`src/rtl/seq_mult_pkg.sv`:
```
// Shared types and sizing helpers for the iterative shift-and-add multiplier.
package seq_mult_pkg;

  typedef enum logic [1:0] {
    IDLE = 2'd0,
    RUN  = 2'd1,
    DONE = 2'd2
  } state_t;

  function automatic int num_steps(input int width, input int bits_per_cycle);
    return width / bits_per_cycle;
  endfunction

  // Kept at least one bit wide so a single-step configuration still has a legal counter.
  function automatic int cnt_width(input int width, input int bits_per_cycle);
    int n;
    n = width / bits_per_cycle;
    return (n > 1) ? $clog2(n) : 1;
  endfunction

endpackage

```
`src/rtl/seq_mult_step.sv`:
```
// One datapath step: multiplicand times one multiplier digit, aligned to the digit
// position and added into the double-width accumulator.
module seq_mult_step #(
  parameter int WIDTH          = 64,
  parameter int BITS_PER_CYCLE = 1,
  parameter int CW             = 6
) (
  input  logic [WIDTH-1:0]          mcand,
  input  logic [BITS_PER_CYCLE-1:0] digit,
  input  logic [CW-1:0]             count,
  input  logic [2*WIDTH-1:0]        acc,
  output logic [2*WIDTH-1:0]        acc_next
);

  localparam int PW = 2 * WIDTH + 1;
  localparam int SW = 16;

  logic [PW-1:0] pp;
  logic [PW-1:0] sum;
  logic [SW-1:0] shamt;
  logic          unused_carry;

  always_comb begin
    shamt = SW'(count) * SW'(BITS_PER_CYCLE);
    pp    = (PW'(mcand) * PW'(digit)) << shamt;
    sum   = {1'b0, acc} + pp;
  end

  // The partial sum never exceeds a*b < 2^(2*WIDTH), so the carry bit is always zero.
  assign {unused_carry, acc_next} = sum;

endmodule

```
`src/rtl/seq_multiplier.sv`:
```
// Sequential unsigned multiplier retiring BITS_PER_CYCLE multiplier bits per clock.
// Optional SEQ_MULT_EARLY_TERM_EN: finish as soon as the remaining multiplier bits are zero.
module seq_multiplier
  import seq_mult_pkg::*;
#(
  parameter int WIDTH          = 64,
  parameter int BITS_PER_CYCLE = 1
) (
  input  logic                 clk,
  input  logic                 rst,
  input  logic                 in_valid,
  output logic                 in_ready,
  input  logic [WIDTH-1:0]     a,
  input  logic [WIDTH-1:0]     b,
  output logic                 out_valid,
  input  logic                 out_ready,
  output logic [2*WIDTH-1:0]   product,
  output logic                 busy
);

  localparam int N  = num_steps(WIDTH, BITS_PER_CYCLE);
  localparam int CW = cnt_width(WIDTH, BITS_PER_CYCLE);

  generate
    if (WIDTH % BITS_PER_CYCLE != 0) begin : g_param_check
      $fatal(1, "seq_multiplier: BITS_PER_CYCLE must divide WIDTH");
    end
  endgenerate

  state_t               state;
  state_t               state_next;
  logic [WIDTH-1:0]     mcand;
  logic [WIDTH-1:0]     mplier;
  logic [2*WIDTH-1:0]   acc;
  logic [2*WIDTH-1:0]   acc_next;
  logic [CW-1:0]        count;
  logic                 last_step;

`ifdef SEQ_MULT_EARLY_TERM_EN
  assign last_step = (count == CW'(N - 1)) || ((mplier >> BITS_PER_CYCLE) == '0);
`else
  assign last_step = (count == CW'(N - 1));
`endif

  seq_mult_step #(
    .WIDTH          (WIDTH),
    .BITS_PER_CYCLE (BITS_PER_CYCLE),
    .CW             (CW)
  ) u_step (
    .mcand    (mcand),
    .digit    (mplier[BITS_PER_CYCLE-1:0]),
    .count    (count),
    .acc      (acc),
    .acc_next (acc_next)
  );

  always_ff @(posedge clk) begin
    if (rst) begin
      state <= IDLE;
    end else begin
      state <= state_next;
    end
  end

  always_comb begin
    state_next = state;
    in_ready   = 1'b0;
    out_valid  = 1'b0;
    busy       = 1'b0;
    case (state)
      IDLE: begin
        in_ready = 1'b1;
        if (in_valid) state_next = RUN;
      end
      RUN: begin
        busy = 1'b1;
        if (last_step) state_next = DONE;
      end
      DONE: begin
        busy      = 1'b1;
        out_valid = 1'b1;
        if (out_ready) state_next = IDLE;
      end
      default: state_next = IDLE;
    endcase
  end

  always_ff @(posedge clk) begin
    if (rst) begin
      mcand  <= '0;
      mplier <= '0;
      acc    <= '0;
      count  <= '0;
    end else begin
      case (state)
        IDLE: begin
          if (in_valid) begin
            mcand  <= a;
            mplier <= b;
            acc    <= '0;
            count  <= '0;
          end
        end
        RUN: begin
          acc    <= acc_next;
          mplier <= mplier >> BITS_PER_CYCLE;
          count  <= last_step ? '0 : count + CW'(1);
        end
        default: ;
      endcase
    end
  end

  // The accumulator holds the finished product for the whole DONE state.
  assign product = acc;

endmodule

```
`config.mk`:
```
export PLATFORM = sky130hd
export DESIGN_NAME = seq_multiplier
export DESIGN_NICKNAME = d
export VERILOG_FILES = /design/src/rtl/seq_mult_pkg.sv /design/src/rtl/seq_mult_step.sv /design/src/rtl/seq_multiplier.sv
export SDC_FILE = /design/constraint.sdc
export NUM_CORES = 1
export LEC_CHECK = 0
export CORE_MARGIN = 2
export CORE_UTILIZATION = 45
export DETAILED_ROUTE_END_ITERATION = 12
export PLACE_DENSITY_LB_ADDON = 0.25
export SLEW_MARGIN = 30
export SYNTH_ARGS = -nofsm -noshare
export SYNTH_HDL_FRONTEND = slang
export SYNTH_SLANG_ARGS = --single-unit
```
`constraint.sdc`:
```
create_clock -name clk -period 5 [get_ports clk]
set_input_delay 1.25 -clock clk [delete_from_list [all_inputs] [get_ports clk]]
set_output_delay 1.25 -clock clk [all_outputs]
set_load 0.02 [all_outputs]
```
* Word level (Yosys, flattened, before mapping)
Index checks and enable logic that the tools add are counted.
** Word-level totals
- Register bits after elaboration :: 264
- Input bits :: 132
- Output and inout port bits :: 131
- Logic and storage cells :: 35
** Cells by class
- Add/subtract/negate cells :: 2
- $mul :: 1
- Equal/unequal tests :: 6
- Shifts and indexed selects :: 1
- Mux-type cells :: 14
- Reduce and logical (&&, ||, !) cells :: 6
** Operator list (count)
- $pmux 128 s2 :: 1
- $add 128x128->128 :: 1
- $mux 128 :: 1
- $pmux 64 s2 :: 1
- $shl 65x6->128 :: 1
- $mul 64x1->65 :: 1
- $mux 64 :: 1
- $mux 6 :: 2
- $pmux 6 s2 :: 1
- $add 6x1->6 const B :: 1
- $eq 6x6->1 const B :: 1
- $mux 2 :: 3
- $ne 2x2->1 const B :: 3
- $pmux 2 s3 :: 1
- $reduce_and 2->1 :: 2
- $mux 1 :: 3
- $reduce_and 3->1 :: 1
- $eq 2x1->1 const B :: 1
- $eq 2x2->1 const B :: 1
- $logic_not 2->1 :: 1
- $reduce_bool 2->1 :: 1
- $reduce_or 2->1 :: 1

* Logic depth before layout (Yosys ltp)
Gate-level depths: netlist (run 1).
- Word-level depth :: 4
- Mapped depth :: 27
- Gate-level depth less buffers :: 23

* By module
Synthesis (run 1) repeated with hierarchy kept, for this count alone.
** Second synthesis, totals
- Cells, all modules :: 3164
- Area total of the unflattened synthesis :: 23228.5 um^2
** By module, submodules not included
- seq_mult_step :: times used 1, cells each 2120, area each 13526.7 um^2, sequential area each 0.0 um^2
- seq_multiplier :: times used 1, cells each 1044, area each 9701.8 um^2, sequential area each 5285.1 um^2

* Least setup slack after synthesis (run 1)
No wires, ideal clock.
- Path type :: flip-flop to flip-flop
- Start point :: register count[0]
- End point :: register acc[123] (netlist: product[123])
- Library setup time :: 126 ps
- Data arrival time :: 4878 ps
- Data required time :: 4874 ps
- Path slack :: -4 ps
- Stages on the path, launching flop included :: 21
- Buffers on the path :: 2
- Clock period less this slack :: 5004 ps
- Cell sequence :: dfxtp_1 buf_2 buf_1 mux4_2 a31o_2 o21ai_0 nor2_1 nor2_1 o22ai_1 ha_1 nand4_1 or4_4 nor4_2 o21ai_1 a31oi_4 a31oi_2 o21ai_2 a21oi_2 o41ai_2 xnor2_1 o21ai_1
** On the way
- Longest elaborated chain between the ends :: 3
** Ends and longest elaborated chain
- from (decl) :: line seq_multiplier.sv:36 : logic [CW-1:0] count;
- from (signal assigned) :: line seq_multiplier.sv:107 : count <= last_step ? '0 : count + CW'(1);
- $shl 65x6->128 :: line seq_mult_step.sv:25 : pp = (PW'(mcand) * PW'(digit)) << shamt;
- $add 128x128->128 :: line seq_mult_step.sv:26 : sum = {1'b0, acc} + pp;
- $pmux 128 s2 :: line seq_multiplier.sv:95 : case (state)
- to (signal assigned) :: line seq_multiplier.sv:105 : acc <= acc_next;
- to (decl) :: line seq_multiplier.sv:34 : logic [2*WIDTH-1:0] acc;
Every way passes these cells.
A chain may end at the register's enable or synchronous reset.

* Worst setup path in the final report (run 1)
- Start point :: register count[0]
- End point :: register acc[119] (netlist: product[119])
The elaborated chain is that of the path after synthesis.

==> results of run 1 <==
## metrics by stage
stage | setup TNS [ns] | cells
2_1_floorplan | 0 | 3410
3_3_place_gp | -7.978 | 4797
6_report | -0.1786 | 4905
3_5_place_dp | -10.39 | 4797
5_1_grt | -4.036 | 4905
4_1_cts | -0.1907 | 4868
## cells by family after synthesis
family / after synthesis / share of synthesized area
buffers and inverters: 355 / 0.05710
adders and majority gates: 148 / 0.07922
DFF: 264 / 0.2252
and+or+nand+nor: 1410 / 0.2606
muxes: 139 / 0.08221
AOI/OAI and AO/OA: 977 / 0.2521
xor gates and xnor gates: 117 / 0.04366
## routing by layer
metal  track usage  up-vias  routed length, um
li1              -    13750                  -
met1        0.4530    13260              40880
met2        0.5582     1263              44010
met3       0.05674      246               7794
met4        0.1346        0               4217
met5             0        -                  0
## synthesized netlist by cell type (68+ instances only)
master / number / area, um2
a21oi_1: 301 / 1506
a31oi_1: 86 / 538.0
clkbuf_1: 197 / 739.5
dfxtp_1: 264 / 5285
ha_1: 147 / 1839
inv_1: 106 / 397.9
mux2i_1: 87 / 870.8
nand2_1: 444 / 1667
nand3_1: 80 / 400.4
nand4_1: 73 / 456.7
nor2_1: 597 / 2241
nor4_1: 68 / 425.4
o21ai_0: 259 / 1296
## power by group through the flow
| stage | registers, W | clock network, W | logic, W |
|---|---|---|---|
| floorplan | 0.00244 | 0 | 0.00112 |
| global placement | 0.00249 | 0 | 0.00180 |
| detailed placement | 0.00250 | 0 | 0.00182 |
| CTS | 0.00245 | 0.00232 | 0.00185 |
| global route | 0.00248 | 0.00239 | 0.00211 |
| finish | 0.00246 | 0.00228 | 0.00193 |
## worst reg2reg max path: stages, from the launching register on
cell and delay [ns]:
dfxtp_4 0.37, buf_12 0.14, buf_12 0.13, mux4_2 0.56
and3_4 0.22, a31oi_4 0.15, o22a_1 0.22, buf_4 0.15
nor2_1 0.07, ha_1 0.41, buf_4 0.16, nand4_1 0.23
a2111oi_2 0.38, buf_4 0.19, o21ai_2 0.08, a31oi_4 0.20
a31oi_1 0.11, buf_4 0.17, nor4_4 0.32, o31ai_2 0.11
buf_4 0.18, o21ai_2 0.12, xnor2_1 0.14, o21ai_1 0.08
## cell usage in the layout (no fill, tap or decap), types with 25 or more instances in the layout
cell type        Yosys  final
buf_4                0    721
nor2_1             597    567
nand2_1            444    431
clkdlybuf4s50_1      0    260
dfxtp_1            264    257
a21oi_1            301    255
o21ai_0            259    176
ha_1               147    134
inv_1              106    106
nand3_1             80     76
o21ai_1             24     75
a31oi_1             86     74
nand4_1             73     73
mux2i_1             87     67
nor4_1              68     66
xnor2_1             66     61
xor2_1              51     50
a22oi_1             49     49
a21o_1              47     47
mux4_2              42     42
a21oi_2              1     42
clkbuf_16            0     31
nor2_2               0     29
o21ai_2              1     29
nor3_1              40     28
o21bai_1            28     27
o21a_1              26     26
and2_1              27     25
## final timing paths
check	startpoint	endpoint	slack [ns]	depth (start not counted)
max	count[0]	product[119]	-0.05	23
min	product[116]	product[116]	0.48	2
max reg2reg	count[0]	product[119]	-0.05	23
min reg2reg	product[116]	product[116]	0.48	2
## timing repair
action                     CTS  global route
hold buffers                 0             0
resized for setup           81           266
pin swaps                   13            57
setup endpoints to repair   60            75
buffers inserted            15            37
## cell type report
class                           instances  area, um2  area share
Sequential cell                       264       5306      0.1557
Inverter                              107      401.6     0.01178
Multi-Input combinational cell       2791      18070      0.5301
Tap cell                              680      850.8     0.02496
Clock inverter                         15      153.9    0.004515
Clock buffer                           41      853.3     0.02503
Timing Repair Buffer                 1007       8451      0.2479
## flip-flops by register name, indices dropped and copies added (netlist names)
| register | flops |
|---|---|
| mplier | 64 |
| mcand | 64 |
| state | 2 |
| count | 6 |
| product | 128 |
==> impl_metrics.csv, run 1 <==
group,metric,value,unit
status,status,"finished, violations left",
status,violations,"negative setup slack",
power_and_ir_drop,p_switching,0.002258,W
worst_hold_path,hold_path_class,"reg -> reg",
placement,finalWeightedCongestion,1.026,
sta,final.period_utilization,1.010,
sta,maxClockFrequency,198.0,MHz
power_and_ir_drop,ir_worst_vdd,0.2746,mV
yosys,synth_area,0.02347,mm2
yosys,yosys_warnings,0,
sta,slew_headroom,0.3902,
power_and_ir_drop,clock_power_share,0.342,
routing,drt_drc_violations_left,0,
floorplan,placeableCoreArea,0.05141,mm2
setup_path,cpPeakStageDelay,0.56,ns
sta,rsz_0062_raised_after_global_routing,"true",
routing,first_pass_iters,6,
setup_path,crit_slowest_cell,"mux4_2",
setup_path,timing.critical_path.max_delay_family,"compound AO/OA/AOI/OAI gates",
placement,detailedPlace.worstSlack,-0.4810,ns
global_routing,antenna_violations_before_repair,0,
floorplan,die-area,0.05400,mm2
global_routing,largest_net_degree_at_the_start_of_global_routing,96,
sta,slew_violations,0,
sta,setup_ws,-0.05113,ns
finish,fill_cells,4631,
floorplan,dieHeight,232.4,um
cts,clock_sink_count,264,
floorplan,io_pins,263,
finish,fin_util,0.6631,
finish,final_net_count,4481,
cts,cts_htree_levels,1,
setup_path,path_cells,"buf_12, buf_12, mux4_2, and3_4, a31oi_4, o22a_1, buf_4, nor2_1, ha_1, buf_4, nand4_1, a2111oi_2, buf_4, o21ai_2, a31oi_4, a31oi_1, buf_4, nor4_4, o31ai_2, buf_4, o21ai_2, xnor2_1, o21ai_1",
global_routing,track_usage,0.3434,
cts,clock-root-buffer,"clkbuf_16",
floorplan,rows,83,
finish,drive_above_1_share,0.2663,
routing,post_detailed_route_wirelength_per_cell,19.76,um
power_and_ir_drop,power.total,0.006673,W
setup_path,worst_path_most_repeated_cell,"buf_4",
power_and_ir_drop,p_int,0.004415,W
setup_path,critPathCaptureType,"flip-flop",
run,timing.max_cap.violations,0,
cts,cts_buffers,30,
finish,final_design_area_no_fill,0.03409,mm2
yosys,synth_cells,3410,
power_and_ir_drop,sequential_group_share_of_total_power,0.368,
floorplan,die_width,232.4,um
yosys,synthesis.area_per_instance,6.883,um2
placement,detailed_place_hpwl,76.65,mm
cts,max-clock-path-buffers,3,
setup_path,path_max_fanout,8,
sta,min_period,5.051,ns
power_and_ir_drop,power_density,195.8,mW/mm2
yosys,yosysSeqAreaShare,0.2252,
yosys,synth_cell_type_count,85,
yosys,synth-main-ff-cell,"dfxtp_1",
sta,setup-violations-final,6,
yosys,ys_async_sr_fraction,0,
setup_path,combined_buffer_and_inverter_count_along_the_critical_path,7,
routing,post_drt_via_cell_ratio,5.812,
sta,worst-slew-pin-transition,0.9147,ns
yosys,yosys_register_bits,264,
finish,insertedDiodeCount,0,
routing,drt-total-wl,96.90,mm
routing,dr_total_vias,28510,
floorplan,initial_core_util,0.4566,
cts,register_clock_pin_slew_on_the_reported_worst_setup_and_hold_paths,0.06,ns
sta,count_of_endpoints_failing_hold_in_the_final_timing_report,0,
global_routing,grt_first_pass_wirelength,146.5,mm
power_and_ir_drop,leakagePower,14.25,nW
sta,worst_clock_skew,0.02044,ns
global_routing,grt_pass1_vias,26290,
routing,dr.first_iter.drc_count,2837,
power_and_ir_drop,combPwrFrac,0.289,
yosys,synth_edf_count,0,
sta,hold_slack,0.4753,ns
cts,tritoncts,"done",
routing,antenna_violating_nets_remaining,0,
setup_path,crit_path_start_kind,"flip-flop",
setup_path,timing_worst_setup_path_type,"reg -> reg",
yosys,synth.net_count,3690,
global_routing,grt-ovfl-total,0,
finish,flow.area_growth_from_synthesis,45.23,%
power_and_ir_drop,power_switching_share,0.3384,
setup_path,worst_path_required_time,5.44,ns
cts,worst_skew_pair.late_latency,0.60,ns
placement,port_buffers,262,
placement,placed_cell_area,0.03147,mm2
setup_path,cp.arrival,5.49,ns
Power figures use the tool's default switching activity.
==> run 2: changes to the inputs <==
HOLD_SLACK_MARGIN = 0.08   (was default)
clock period = 4.8 ns   (was 5 ns; I/O delays follow)
==> run 2 against run 1 <==
The run still ends with negative setup slack left. Via count grew 1.6%. Register-to-register slack lost 0.12 ns. Routed wire length grew 3.0%. Combinational power grew 7%. Critical path depth is the same. Flip-flop and latch count is the same. Sequential share of layout area shrank 0.91 points. Clock-buffer cell count grew 5. Clock skew grew 0.0089 ns. Largest cell class unchanged. Largest power group unchanged.
==> impl_metrics.csv, run 2 (synthesis gave the netlist of run 1 again) <==
group,metric,value,unit
power_and_ir_drop,p_int,0.004694,W
global_routing,largest_net_degree_at_the_start_of_global_routing,75,
finish,fin_util,0.7043,
sta,worst-slew-pin-transition,0.9397,ns
floorplan,io_pins,263,
sta,slew_violations,0,
setup_path,worst_path_required_time,5.29,ns
floorplan,placeableCoreArea,0.05141,mm2
power_and_ir_drop,combPwrFrac,0.292,
sta,min_period,4.975,ns
sta,hold_slack,0.4798,ns
status,violations,"negative setup slack",
setup_path,path_max_fanout,5,
cts,cts_htree_levels,1,
global_routing,grt-ovfl-total,0,
finish,seq_area,0.005306,mm2
global_routing,grt_first_pass_wirelength,148.2,mm
routing,first_pass_iters,6,
power_and_ir_drop,power_switching_share,0.3387,
placement,dp.cells,4864,
sta,final.period_utilization,1.036,
routing,post_drt_via_cell_ratio,5.785,
setup_path,crit_path_start_kind,"flip-flop",
run,timing.max_cap.violations,0,
finish,layout.cells.most_common,"buf_4",
cts,register_clock_pin_slew_on_the_reported_worst_setup_and_hold_paths,0.06,ns
routing,drt-total-wl,99.77,mm
floorplan,die_width,232.4,um
sta,slew_headroom,0.3669,
setup_path,cp.arrival,5.47,ns
routing,post_detailed_route_wirelength_per_cell,19.92,um
sta,rsz_0062_raised_after_global_routing,"true",
floorplan,dieHeight,232.4,um
finish,final_net_count,4584,
power_and_ir_drop,sequential_group_share_of_total_power,0.362,
routing,dr_total_vias,28970,
power_and_ir_drop,p_switching,0.002404,W
status,status,"finished, violations left",
global_routing,grt_pass1_vias,26690,
sta,count_of_endpoints_failing_hold_in_the_final_timing_report,0,
placement,port_buffers,262,
sta,worst_clock_skew,0.02938,ns
finish,flow.area_growth_from_synthesis,54.26,%
cts,worst_skew_pair.late_latency,0.63,ns
placement,detailedPlace.worstSlack,-0.5878,ns
finish,insertedDiodeCount,0,
finish,flip_flop_count_of_the_largest_register_all_copies_and_words_added,128,
sta,post_route_setup_tns,-3.186,ns
floorplan,rows,83,
sta,setup_ws,-0.1746,ns
global_routing,track_usage,0.3472,
finish,drive_above_1_share,0.3184,
power_and_ir_drop,clock_power_share,0.346,
power_and_ir_drop,power_density,196.0,mW/mm2
power_and_ir_drop,ir_worst_vdd,0.2438,mV
routing,dr.first_iter.drc_count,2619,
cts,cts_buffers,31,
finish,most-common-layout-cells,"buf_4 (797), nor2_1 (549), nand2_1 (417)",
floorplan,die-area,0.05400,mm2
cts,tritoncts,"done",
routing,drt_drc_violations_left,0,
finish,fin_cells,5008,
global_routing,antenna_violations_before_repair,0,
worst_hold_path,hold_path_class,"reg -> reg",
sta,setup-violations-final,37,
placement,finalWeightedCongestion,1.047,
cts,max-clock-path-buffers,3,
cts,clock-root-buffer,"clkbuf_16",
floorplan,initial_core_util,0.4566,
cts,clock_sink_count,264,
power_and_ir_drop,leakagePower,15.15,nW
setup_path,critPathCaptureType,"flip-flop",
placement,detailed_place_hpwl,76.99,mm
setup_path,regToRegSetupSlack,-0.17,ns
finish,fill_cells,4365,
routing,antenna_violating_nets_remaining,0,
cts,cts_hold_buf,0,
finish,multiInputGateArea,0.01926,mm2
sta,maxClockFrequency,201.0,MHz
setup_path,timing_worst_setup_path_type,"reg -> reg",
==> run 2: changes by cell type in the layout (fill, tap and decap cells not counted), sizes merged <==
cell | before | now
clkbuf | 41 | 49
clkinvlp | 4 | 5
clkinv | 7 | 4
inv | 109 | 107
buf | 747 | 846
==> run 2: cell type report <==
class / instances / share of cell area
inverters: 107 / 0.01109
clock buffers: 46 / 0.02519
repair buffers: 1109 / 0.2581
flip-flops and latches: 264 / 0.1466
multi-input cells: 2791 / 0.5319
clock inverters: 11 / 0.003663
well taps: 680 / 0.02350
==> run 2: metrics by stage <==
| stage | total power [W] | cell area (um2) |
|---|---|---|
| after CTS | 0.006989 | 34070 |
| after global routing | 0.007416 | 36210 |
| final | 0.007098 | 36210 |
| after floorplan | 0.003705 | 23480 |
| after detailed placement | 0.004482 | 31920 |
| after global placement | 0.004459 | 31920 |
==> run 2: worst max-delay path, stage by stage, from the launching register on <==
cell	delay, ns
dfxtp_4	0.41
buf_12	0.12
buf_6	0.10
mux4_2	0.48
nand2_1	0.17
buf_4	0.14
o21ai_1	0.07
mux2i_1	0.14
buf_4	0.15
o22a_1	0.23
nor2_1	0.09
ha_1	0.34
a21oi_1	0.22
o21ai_2	0.12
or3_1	0.40
a31o_4	0.25
a211oi_2	0.18
buf_4	0.20
a21boi_2	0.08
and2b_2	0.24
buf_4	0.12
nor2_1	0.04
or3_1	0.30
a32o_1	0.25
==> run 2: power by group through the flow <==
stage	sequential, W	combinational [W]	clock (W)
final	0.00257	0.00207	0.00246
after global routing	0.00259	0.00226	0.00257
after CTS	0.00256	0.00194	0.00249
after detailed placement	0.00260	0.00188	0
after global placement	0.00260	0.00186	0
after floorplan	0.00254	0.00117	0
==> run 2: path summary, 6_finish.rpt <==
kind                            cells past startpoint          end      start
worst min-delay path                                2    mcand[56]  mcand[56]
worst min register to register                      2    mcand[56]  mcand[56]
worst max-delay path                               23  product[68]   count[0]
worst max register to register                     23  product[68]   count[0]
==> run 2: timing repair <==
action,4_1_cts,5_1_grt
pin swaps,64,109
endpoints found under the setup margin,76,85
gates resized for setup,207,416
gates cloned,1,3
endpoints found under the hold margin,0,0
setup buffers,37,52
==> run 2: metal layers <==
metal	global-route usage	wire, um
met1	0.4606	41870
met2	0.5686	45870
met3	0.05833	8125
met4	0.1188	3910
met5	0	0
